### src/rtl/instruction_fetch_pkg.sv
// Shared processor definitions: fetch FSM encoding, default widths, reset PC.
package instruction_fetch_pkg;
    localparam int IF_WIDTH = 16;
    localparam int IF_ADDR_BITS = 16;
    localparam logic [15:0] IF_RESET_PC = 16'h0000;

    typedef enum logic [1:0] {
        S_IDLE     = 2'd0,
        S_REQ      = 2'd1,
        S_DELIVER  = 2'd2,
        S_PREFETCH = 2'd3
    } fetch_state_e;
endpackage

### src/rtl/instruction_fetch_pc_counter.sv
// Program counter: load has priority over increment, wraps modulo 2^WIDTH.
module pc_counter
    import instruction_fetch_pkg::*;
#(
    parameter int WIDTH = IF_WIDTH
) (
    input  logic             clk,
    input  logic             reset,
    input  logic             i_load,
    input  logic [WIDTH-1:0] i_load_value,
    input  logic             i_inc,
    output logic [WIDTH-1:0] o_pc
);
    logic [WIDTH-1:0] r_pc;

    always_ff @(posedge clk or posedge reset) begin
        if (reset) begin
            r_pc <= WIDTH'(IF_RESET_PC);
        end else if (i_load) begin
            r_pc <= i_load_value;
        end else if (i_inc) begin
            r_pc <= r_pc + WIDTH'(1);
        end
    end

    assign o_pc = r_pc;
endmodule

### src/rtl/instruction_fetch.sv
// Instruction fetch engine: PC, memory req/ack handshake, instr_en strobe.
// Optional one-entry prefetch buffer enabled by FETCH_PREFETCH_EN.
module instruction_fetch
    import instruction_fetch_pkg::*;
#(
    parameter int WIDTH = IF_WIDTH,
    parameter int ADDR_BITS = IF_ADDR_BITS
) (
    input  logic                 clk,
    input  logic                 reset,
    input  logic                 fetch_req,
    input  logic                 pc_load,
    input  logic [WIDTH-1:0]     pc_load_value,
    output logic                 mem_rd,
    output logic [ADDR_BITS-1:0] mem_addr,
    input  logic                 mem_ack,
    input  logic [WIDTH-1:0]     mem_rdata,
    output logic [WIDTH-1:0]     instr_out,
    output logic                 instr_en,
    output logic [WIDTH-1:0]     pc,
    output logic                 busy
);
    fetch_state_e         r_state, w_state_nxt;
    logic [ADDR_BITS-1:0] r_addr, w_addr_nxt;
    logic [WIDTH-1:0]     r_instr, w_instr_nxt;
    logic                 r_abort, w_abort_nxt;
    logic                 w_pc_inc;
    logic [WIDTH-1:0]     w_pc;
    logic [WIDTH-1:0]     w_tgt_pc;

`ifdef FETCH_PREFETCH_EN
    logic                 r_pf_valid, w_pf_valid_nxt;
    logic [WIDTH-1:0]     r_pf_data, w_pf_data_nxt;
    logic [ADDR_BITS-1:0] r_pf_addr, w_pf_addr_nxt;
    logic                 r_pend, w_pend_nxt;
    logic                 w_pf_hit;
    logic                 w_pend;

    assign w_pf_hit = r_pf_valid && !pc_load && (r_pf_addr == ADDR_BITS'(w_pc));
    assign w_pend   = r_pend || fetch_req;
`endif

    // A same-cycle jump retargets the fetch address immediately
    assign w_tgt_pc = pc_load ? pc_load_value : w_pc;

    pc_counter #(.WIDTH(WIDTH)) u_pc (
        .clk          (clk),
        .reset        (reset),
        .i_load       (pc_load),
        .i_load_value (pc_load_value),
        .i_inc        (w_pc_inc),
        .o_pc         (w_pc)
    );

    always_ff @(posedge clk or posedge reset) begin
        if (reset) begin
            r_state <= S_IDLE;
            r_addr  <= '0;
            r_instr <= '0;
            r_abort <= 1'b0;
`ifdef FETCH_PREFETCH_EN
            r_pf_valid <= 1'b0;
            r_pf_data  <= '0;
            r_pf_addr  <= '0;
            r_pend     <= 1'b0;
`endif
        end else begin
            r_state <= w_state_nxt;
            r_addr  <= w_addr_nxt;
            r_instr <= w_instr_nxt;
            r_abort <= w_abort_nxt;
`ifdef FETCH_PREFETCH_EN
            r_pf_valid <= w_pf_valid_nxt;
            r_pf_data  <= w_pf_data_nxt;
            r_pf_addr  <= w_pf_addr_nxt;
            r_pend     <= w_pend_nxt;
`endif
        end
    end

    always_comb begin
        w_state_nxt = r_state;
        w_addr_nxt  = r_addr;
        w_instr_nxt = r_instr;
        w_abort_nxt = r_abort;
        w_pc_inc    = 1'b0;
`ifdef FETCH_PREFETCH_EN
        w_pf_valid_nxt = r_pf_valid && !pc_load;
        w_pf_data_nxt  = r_pf_data;
        w_pf_addr_nxt  = r_pf_addr;
        w_pend_nxt     = r_pend;
`endif
        unique case (r_state)
            S_IDLE: begin
                w_abort_nxt = 1'b0;
                if (fetch_req) begin
`ifdef FETCH_PREFETCH_EN
                    if (w_pf_hit) begin
                        w_instr_nxt    = r_pf_data;
                        w_pc_inc       = 1'b1;
                        w_pf_valid_nxt = 1'b0;
                        w_state_nxt    = S_DELIVER;
                    end else begin
                        w_addr_nxt  = ADDR_BITS'(w_tgt_pc);
                        w_state_nxt = S_REQ;
                    end
`else
                    w_addr_nxt  = ADDR_BITS'(w_tgt_pc);
                    w_state_nxt = S_REQ;
`endif
                end
            end
            S_REQ: begin
                if (pc_load) begin
                    w_abort_nxt = 1'b1;
                end
                if (mem_ack) begin
                    if (r_abort || pc_load) begin
                        // Drop the stale word and re-request at the jump target
                        w_addr_nxt  = ADDR_BITS'(w_tgt_pc);
                        w_abort_nxt = 1'b0;
                    end else begin
                        w_instr_nxt = mem_rdata;
                        w_pc_inc    = 1'b1;
                        w_state_nxt = S_DELIVER;
                    end
                end
            end
            S_DELIVER: begin
`ifdef FETCH_PREFETCH_EN
                w_addr_nxt  = ADDR_BITS'(w_tgt_pc);
                w_pend_nxt  = 1'b0;
                w_state_nxt = S_PREFETCH;
`else
                w_state_nxt = S_IDLE;
`endif
            end
`ifdef FETCH_PREFETCH_EN
            S_PREFETCH: begin
                if (pc_load) begin
                    w_abort_nxt = 1'b1;
                end
                if (fetch_req) begin
                    w_pend_nxt = 1'b1;
                end
                if (mem_ack) begin
                    w_abort_nxt = 1'b0;
                    w_pend_nxt  = 1'b0;
                    if (r_abort || pc_load) begin
                        if (w_pend) begin
                            w_addr_nxt  = ADDR_BITS'(w_tgt_pc);
                            w_state_nxt = S_REQ;
                        end else begin
                            w_state_nxt = S_IDLE;
                        end
                    end else if (w_pend) begin
                        w_instr_nxt = mem_rdata;
                        w_pc_inc    = 1'b1;
                        w_state_nxt = S_DELIVER;
                    end else begin
                        w_pf_data_nxt  = mem_rdata;
                        w_pf_addr_nxt  = r_addr;
                        w_pf_valid_nxt = 1'b1;
                        w_state_nxt    = S_IDLE;
                    end
                end
            end
`endif
            default: begin
                w_state_nxt = S_IDLE;
            end
        endcase
    end

`ifdef FETCH_PREFETCH_EN
    assign mem_rd = (r_state == S_REQ) || (r_state == S_PREFETCH);
    assign busy   = (r_state == S_REQ) || (r_state == S_DELIVER)
                 || ((r_state == S_PREFETCH) && r_pend);
`else
    assign mem_rd = (r_state == S_REQ);
    assign busy   = (r_state == S_REQ) || (r_state == S_DELIVER);
`endif

    assign mem_addr  = r_addr;
    assign instr_out = r_instr;
    assign instr_en  = (r_state == S_DELIVER);
    assign pc        = w_pc;
endmodule

### config.mk
export PLATFORM = sky130hd
export DESIGN_NAME = instruction_fetch
export DESIGN_NICKNAME = d
export VERILOG_FILES = /design/src/rtl/instruction_fetch_pkg.sv /design/src/rtl/instruction_fetch_pc_counter.sv /design/src/rtl/instruction_fetch.sv
export SDC_FILE = /design/constraint.sdc
export NUM_CORES = 1
export LEC_CHECK = 0
export BUFFER_PORTS_ARGS = -buffer_cell sky130_fd_sc_hd__buf_2
export CORE_ASPECT_RATIO = 1.75
export CORE_MARGIN = 2
export CORE_UTILIZATION = 49
export CTS_BUF_LIST = sky130_fd_sc_hd__clkbuf_8 sky130_fd_sc_hd__clkbuf_16
export DETAILED_ROUTE_END_ITERATION = 10
export PLACE_DENSITY = 0.91
export SLEW_MARGIN = 20
export SYNTH_ARGS = -nofsm -noshare
export SYNTH_HDL_FRONTEND = slang
export SYNTH_SLANG_ARGS = --single-unit
### constraint.sdc
create_clock -name clk -period 2.1 [get_ports clk]
set_input_delay 0.42 -clock clk [delete_from_list [all_inputs] [get_ports clk]]
set_output_delay 0.42 -clock clk [all_outputs]
set_load 0.02 [all_outputs]
**Word-level counts from Yosys, hierarchy flattened**

Cells that the tools add are included.
W data, S select, Z words.

- Add/subtract/negate cells: 1
- Eq/ne operators: 6
- Muxes and demuxes: 18
- Bitwise operators: 1
- Reduce and logical (&&, ||, !) cells: 8

Operators with widths:

| kind | number |
|---|---|
| $mux W16 | 6 |
| $pmux W16 S2 | 1 |
| $add A16 B1 Y16 const B | 1 |
| $mux W1 | 6 |
| $mux W2 | 3 |
| $reduce_and A3 Y1 | 2 |
| $ne A2 B1 Y1 const B | 2 |
| $ne A2 B2 Y1 const B | 2 |
| $pmux W2 S2 | 1 |
| $reduce_and A4 Y1 | 1 |
| $reduce_bool A2 Y1 | 2 |
| $eq A2 B1 Y1 const B | 1 |
| $eq A2 B2 Y1 const B | 1 |
| $logic_not A2 Y1 | 1 |
| $logic_or A1 B1 Y1 | 2 |
| $pmux W1 S2 | 1 |
| $not A1 Y1 | 1 |

- Flip-flop bits (word level): 51
- Bits of input ports: 37
- Output and inout port bits: 51
- Word-level logic and storage cells: 39

**Logic depth before layout (Yosys ltp)**

Gate-level depths: netlist (run 1).

- Word-level depth: 6
- Gate-level depth with buffers: 9
- Gate-level depth less buffers: 6

**Modules after synthesis**

Synthesis (run 1) repeated with hierarchy kept, for this count alone.

- Cells, all modules: 211
- Area, all modules: 2652.5 µm²

Modules (own cells, without submodules):

| module | times used | cells an instance | area an instance (µm²) | seq. area each (µm²) |
|---|---|---|---|---|
| instruction_fetch | 1 | 110 | 1735.4 | 875.8 |
| pc_counter | 1 | 101 | 917.1 | 400.4 |

**Least setup slack after synthesis (run 1)**

Ideal clock, no wire load.

- Kind: reg-to-reg
- Start: register r_state[1]
- End: register u_pc.r_pc[13], in the netlist u_pc.o_pc[13]
- Setup time: 0.082 ns
- Arrival: 1.815 ns
- Required time: 2.018 ns
- Slack: 0.203 ns
- Cell stages (with the launch flop): 9
- Buffers on the path: 2
- Clock period less this slack: 1.897 ns
- Cell sequence: dfrtp_1 -> inv_1 -> ha_1 -> buf_4 -> and4bb_1 -> buf_4 -> nand4_4 -> or3_1 -> a31oi_1

- Word-level cells in the longest chain between the ends: 3

Ends and longest elaborated chain:

| what | line | RTL |
|---|---|---|
| start, declared | instruction_fetch.sv:23 | `fetch_state_e r_state, w_state_nxt;` |
| start signal, assigned | instruction_fetch.sv:68 | `r_state <= w_state_nxt;` |
| $eq A2 B1 Y1 | - |  |
| via mem_rd | instruction_fetch.sv:14 | `output logic mem_rd,` |
| $mux W1 | instruction_fetch.sv:93 | `unique case (r_state)` |
| $reduce_bool A2 Y1 (no line) | - |  |
| end signal, assigned | instruction_fetch_pc_counter.sv:18 | `r_pc <= WIDTH'(IF_RESET_PC);` |
| end signal, assigned | instruction_fetch_pc_counter.sv:20 | `r_pc <= i_load_value;` |
| end signal, assigned | instruction_fetch_pc_counter.sv:22 | `r_pc <= r_pc + WIDTH'(1);` |
| end, declared | instruction_fetch_pc_counter.sv:14 | `logic [WIDTH-1:0] r_pc;` |

The timed path passes the listed nets, and every way through them passes these cells.
A chain may end at the register's enable or synchronous reset.

**Final worst setup path (run 1)**

- Start: register r_state[1]
- End: register u_pc.r_pc[13], in the netlist u_pc.o_pc[13]

- Word-level cells in the longest chain between the ends: 3

Ends and longest elaborated chain:

| what | line |
|---|---|
| $eq A2 B1 Y1 | instruction_fetch.sv:93 |
| $mux W1 | instruction_fetch.sv:93 |
| $reduce_bool A2 Y1 (no line) | - |

Every way passes these cells.

==> results of run 1 <==
==> metrics by stage <==
step / cell area [um^2] / hold slack, ns / power, uW
after floorplan: 2440 / 0.505 / 2900
after global placement: 2960 / 0.455 / 3490
after detailed placement: 2960 / 0.457 / 3580
after CTS: 3060 / 0.173 / 4210
after global routing: 3060 / 0.194 / 4480
final: 3060 / 0.150 / 4180
==> cell type report <==
cell class / instances / area (um^2)
sequential: 51 / 1280
clock inverter: 1 / 7.51
fill: 409 / 1830
timing repair buffer: 97 / 523
multi-input combinational: 189 / 1070
clock buffer: 7 / 96.3
inverter: 5 / 18.8
tap: 54 / 67.6
==> routing by layer <==
metal  up-vias  share of wire, %  wire, um
met2        67                54      3210
met1      1059                38      2260
met4         0               1.4        85
met5         -                 0         0
met3         9               5.6       331
li1       1075                 -         -
==> final timing paths <==
check                               from            end  slack (ns)
min in group clk           mem_rdata[14]  instr_out[14]        0.29
max reg2reg                   r_state[1]  u_pc.o_pc[13]        0.22
max in group asynchronous          reset   mem_addr[14]        1.41
min reg2reg                instr_out[11]  instr_out[11]        0.48
max                           r_state[1]  u_pc.o_pc[13]        0.22
min                                reset     r_state[1]        0.15
==> what timing repair did <==
item                                   4_1_cts  5_1_grt
setup endpoints to repair                    0        1
endpoints found under the hold margin        0        0
gates resized for setup                      0        1
==> synthesized netlist by cell type, types with 4 or more instances <==
library cell	count	area, um^2
a21oi_1	13	65.1
a31oi_1	9	56.3
buf_2	5	25.0
clkbuf_1	6	22.5
dfrtp_1	51	1280
ha_1	4	50.1
inv_1	5	18.8
mux2i_1	8	80.1
nand2_1	70	263
nand3_1	7	35.0
nand4_1	5	31.3
nor2_1	25	93.8
o21ai_0	10	50.1
xor2_1	4	35.0
==> sequential cells by signal, indices dropped and copies added, names as in the netlist <==
register	flops
r_state	2
u_pc.o_pc	16
r_abort	1
instr_out	16
mem_addr	16
==> cell families after synthesis <==
kind of cell               synth area share [%]
AOI/OAI and AO/OA                          13.0
xor gates and xnor gates                   1.43
adders and majority gates                  2.05
buffers and inverters                      4.25
DFF                                        52.2
muxes                                      3.28
and+or+nand+nor                            23.8
==> report_power, final <==
part | leakage (uW) | switching [uW] | internal [uW] | total, uW
logic | 0.000885 | 1270 | 699 | 1960
clock network | 0.0000505 | 326 | 300 | 626
registers | 0.000612 | 234 | 1350 | 1590
total | 0.00155 | 1830 | 2350 | 4180
==> flow_summary_export.csv, run 1 <==
group,metric,value,unit
timing,rsz0062_at_grt,"no",
power_and_ir_drop,ir_drop,0.975,mV
drt,drcViolationCount,0,
place,placed_cells,396,
setup_path,crit_buf_inv,1,
grt,overflow,0,
floorplanning,rows,34,
setup_path,cp_cell_sequence,"inv_1, ha_1, and4bb_2, nand4_4, or3_1, a31oi_1",
timing,setup_viol,0,
drt,vias,2210,
setup_path,cp-start-kind,"flop",
setup_path,cp.required,2.33,ns
timing,slew-limit-headroom,63.3,%
timing,drv_slew,0,
clock_network,numCtsBuffers,5,
floorplanning,fp.dieArea,0.00559,mm^2
cells_and_area,diodes,0,
grt,use_met2,38.5,%
setup_path,arrival,2.11,ns
clock_network,post-cts-setup-buffers,0,
timing,setup_ws,0.224,ns
timing,fin_crit_sh,89.3,%
synth,synth.avg_cell_area,9.40,um^2
grt,grt_max_degree,28,
setup_path,critPathSlowestCell,"and4bb_2",
cells_and_area,final_nets,390,
cells_and_area,layout-area-overhead-vs-synth,25.2,%
power_and_ir_drop,p_per_area,1370,mW/mm^2
setup_path,cp_num_cells,6,
timing,setup_tns,0,ns
drt,via_per_inst,5.47,
synth,synth.distinct_cells,37,
drt,ant_nets,0,
clock_network,cts_buffer_depth,2,
grt,met1_usage,25.8,%
setup_path,path_max_fanout,11,
place,port_buffers,87,
synth,yosysSeqAreaShare,52.2,%
setup_path,r2r_cells,6,
grt,grt_util_met3,6.26,%
synth,synth-edff-count,0,
drt,avgRoutedWirePerCell,14.6,um
cells_and_area,mostFrequentLayoutCells,"87 x buf_2, 70 x nand2_1, 51 x dfrtp_1, 25 x nor2_1, 13 x a21oi_1",
cells_and_area,final_cells,404,
synth,yosys_warnings,0,
synth,async_reset_ff_share,100,%
floorplanning,num_io_pins,88,
setup_path,end_kind,"flop",
synth,ys.flop_type,"dfrtp_1",
place,pre_cts_slack,0.136,ns
timing,fin_crit,1.88,ns
floorplanning,start_util,49.9,%
timing,fmax,0.533,GHz
job,maxCapViolCount,0,
grt,grt_most_used_layer,"met2",
setup_path,slowest_delay,0.44,ns
clock_network,clk-insertion-delay-late,0.31,ns
cells_and_area,drive_above_1_share,32.3,%
clock_network,cts_tree,"done",
clock_network,ctsHoldBuffers,0,
grt,first_global_vias,2244,
grt,grt_use_total,22.5,%
place,place_congestion,0.850,
synth,synth_cells,260,
floorplanning,core,0.00489,mm^2
setup_path,crit_type,"flop to flop",
clock_network,clk_pin_slew,0.09,ns
drt,drt-pass1-iter-count,4,
floorplanning,die_y,97.4,um
clock_network,h-tree-depth,2,
clock_network,root_buffer,"clkbuf_8",
status,status,"completed",
drt,wl,5890,um
timing,final_hold_viol_count,0,
timing,worst_pin_slew,0.549,ns
grt,grt_pass1_wl,9940,um
synth,synth_fp_nets,301,
place,hpwl,4510,um
synth,yosys_register_bits,51,
drt,drt-initial-drc-count,36,
floorplanning,die_w,57.4,um
cells_and_area,final_common_cell,"buf_2",
min_path,hold_class,"primary input to asynchronous set/reset pin",
setup_path,critical-path-top-delay-family,"simple AND/OR/NAND/NOR gates",
power_and_ir_drop,p_leak,0.00155,uW
cells_and_area,final_util,62.6,%
grt,antenna_found_initial,0,
timing,skew,0.00745,ns
clock_network,cts_sinks,51,
synth,netlist_area,0.00244,mm^2
Power figures use the tool's default switching activity.
==> run 2, diff against run 1 <==
- CORE_UTILIZATION: 49 -> 51
- CTS_BUF_LIST: sky130_fd_sc_hd__clkbuf_8 sky130_fd_sc_hd__clkbuf_16 -> sky130_fd_sc_hd__clkbuf_8
- PLACE_DENSITY: 0.91 -> 0.94
==> flow_summary_export.csv, run 2 (synthesis results as in run 1) <==
group,metric,value,unit
status,status,"completed",
cells_and_area,final_common_cell,"buf_2",
timing,drv_slew,0,
drt,vias,2182,
clock_network,numCtsBuffers,5,
place,port_buffers,87,
floorplanning,start_util,52.4,%
grt,grt_max_degree,27,
timing,setup_viol,0,
timing,worst_pin_slew,0.364,ns
grt,antenna_found_initial,0,
timing,setup_tns,0,ns
cells_and_area,mostFrequentLayoutCells,"87 x buf_2, 70 x nand2_1, 51 x dfrtp_1, 25 x nor2_1, 13 x a21oi_1",
clock_network,cts_sinks,51,
drt,via_per_inst,5.40,
drt,ant_nets,0,
place,placed_cell_area,0.00295,mm^2
timing,setup_ws,0.250,ns
power_and_ir_drop,ir_drop,1.07,mV
cells_and_area,n_fill_cell,399,
power_and_ir_drop,power,4240,uW
clock_network,root_buffer,"clkbuf_8",
drt,drt-initial-drc-count,59,
setup_path,startpoint,"r_state[1]",
drt,avgRoutedWirePerCell,14.2,um
setup_path,cp-start-kind,"flop",
drt,drcViolationCount,0,
min_path,hp-start,"mem_rdata[9]",
job,maxCapViolCount,0,
setup_path,cp.required,2.33,ns
timing,skew,0.00666,ns
cells_and_area,diodes,0,
setup_path,critical-path-top-delay-family,"simple AND/OR/NAND/NOR gates",
grt,overflow,0,
floorplanning,rows,33,
timing,fin_crit_sh,88.1,%
timing,fin_crit,1.85,ns
min_path,hold_class,"primary input to flop",
clock_network,cts_tree,"done",
setup_path,critPathSlowestCell,"and4bb_2",
cells_and_area,stdcell_area,0.00308,mm^2
drt,drt-pass1-iter-count,4,
setup_path,cp_cell_sequence,"inv_1, ha_1, and4bb_2, nand4_4, or3_1, a31oi_1",
power_and_ir_drop,p_leak,0.00156,uW
cells_and_area,final_nets,392,
floorplanning,num_io_pins,88,
setup_path,arrival,2.08,ns
floorplanning,die_w,56.3,um
cells_and_area,layout-area-overhead-vs-synth,25.9,%
cells_and_area,multi_input_area,0.00107,mm^2
place,place_congestion,0.836,
grt,grt_use_total,22.2,%
cells_and_area,seqCellArea,0.00128,mm^2
setup_path,path_max_fanout,11,
setup_path,slowest_delay,0.42,ns
clock_network,cts_buffer_depth,2,
floorplanning,fp.dieArea,0.00538,mm^2
drt,wl,5720,um
floorplanning,core,0.00467,mm^2
floorplanning,die_y,95.6,um
grt,grt_pass1_wl,9300,um
timing,final_hold_viol_count,0,
clock_network,clk-insertion-delay-late,0.31,ns
clock_network,clk_pin_slew,0.09,ns
place,hpwl,4450,um
cells_and_area,drive_above_1_share,32.4,%
clock_network,h-tree-depth,2,
timing,rsz0062_at_grt,"no",
place,pre_cts_slack,0.187,ns
power_and_ir_drop,p_per_area,1380,mW/mm^2
setup_path,crit_type,"flop to flop",
grt,first_global_vias,2093,
timing,slew-limit-headroom,75.5,%
setup_path,crit_buf_inv,1,
setup_path,reg2reg_from,"r_state[1]",
setup_path,end_kind,"flop",
timing,fmax,0.541,GHz
==> run 2: worst register-to-register path, stage by stage, from the launching register on <==
cell and delay (ns):
dfrtp_1 0.39, inv_1 0.09, ha_1 0.21, and4bb_2 0.42, nand4_4 0.15, or3_1 0.34
a31oi_1 0.17
==> run 2: stage by stage <==
stage          hold slack [ns]  std cells  util [%]
2_1_floorplan            0.505        260         -
3_3_place_gp             0.293        395      63.2
3_5_place_dp             0.305        395      63.2
4_1_cts                  0.293        404      65.9
5_1_grt                  0.297        404      65.9
6_report                 0.295        404      65.9
==> run 2: where the power goes <==
| part | switching (uW) | total [uW] | internal (uW) |
|---|---|---|---|
| sequential | 228 | 1580 | 1350 |
| clock | 327 | 712 | 386 |
| combinational | 1250 | 1950 | 699 |
==> run 2: layout make-up <==
cell class	count	share of cell area, %
flip-flops and latches	51	41.5
multi-input cells	189	34.8
repair buffers	99	17.2
clock buffers	6	2.68
well taps	52	2.11
clock inverters	2	1.14
inverters	5	0.610
==> run 2: repair_timing <==
action / 4_1_cts / 5_1_grt
gates resized for setup: 0 / 1
setup endpoints to repair: 0 / 1
hold endpoints to repair: 3 / 0
buffers inserted: 0 / 0
hold buffers: 1 / 0
==> run 2: path summary, 6_finish.rpt <==
kind / endpoint / slack (ns) / cells past startpoint
worst max-delay path: u_pc.o_pc[13] / 0.25 / 6
worst min-delay path: instr_out[9] / 0.30 / 3
worst max register to register: u_pc.o_pc[13] / 0.25 / 6
worst min register to register: instr_out[9] / 0.48 / 2
max in group asynchronous: u_pc.o_pc[7] / 1.07 / 4
min in group asynchronous: instr_out[0] / 0.52 / 3
==> run 2: routing by layer <==
| metal | part of all wire (%) | track usage (%) | vias up |
|---|---|---|---|
| met5 | 0 | 0 | - |
| met4 | 1.7 | 9.72 | 0 |
| met3 | 5.7 | 5.70 | 9 |
| met2 | 55 | 39.4 | 63 |
| met1 | 37 | 24.8 | 1027 |
| li1 | - | - | 1083 |
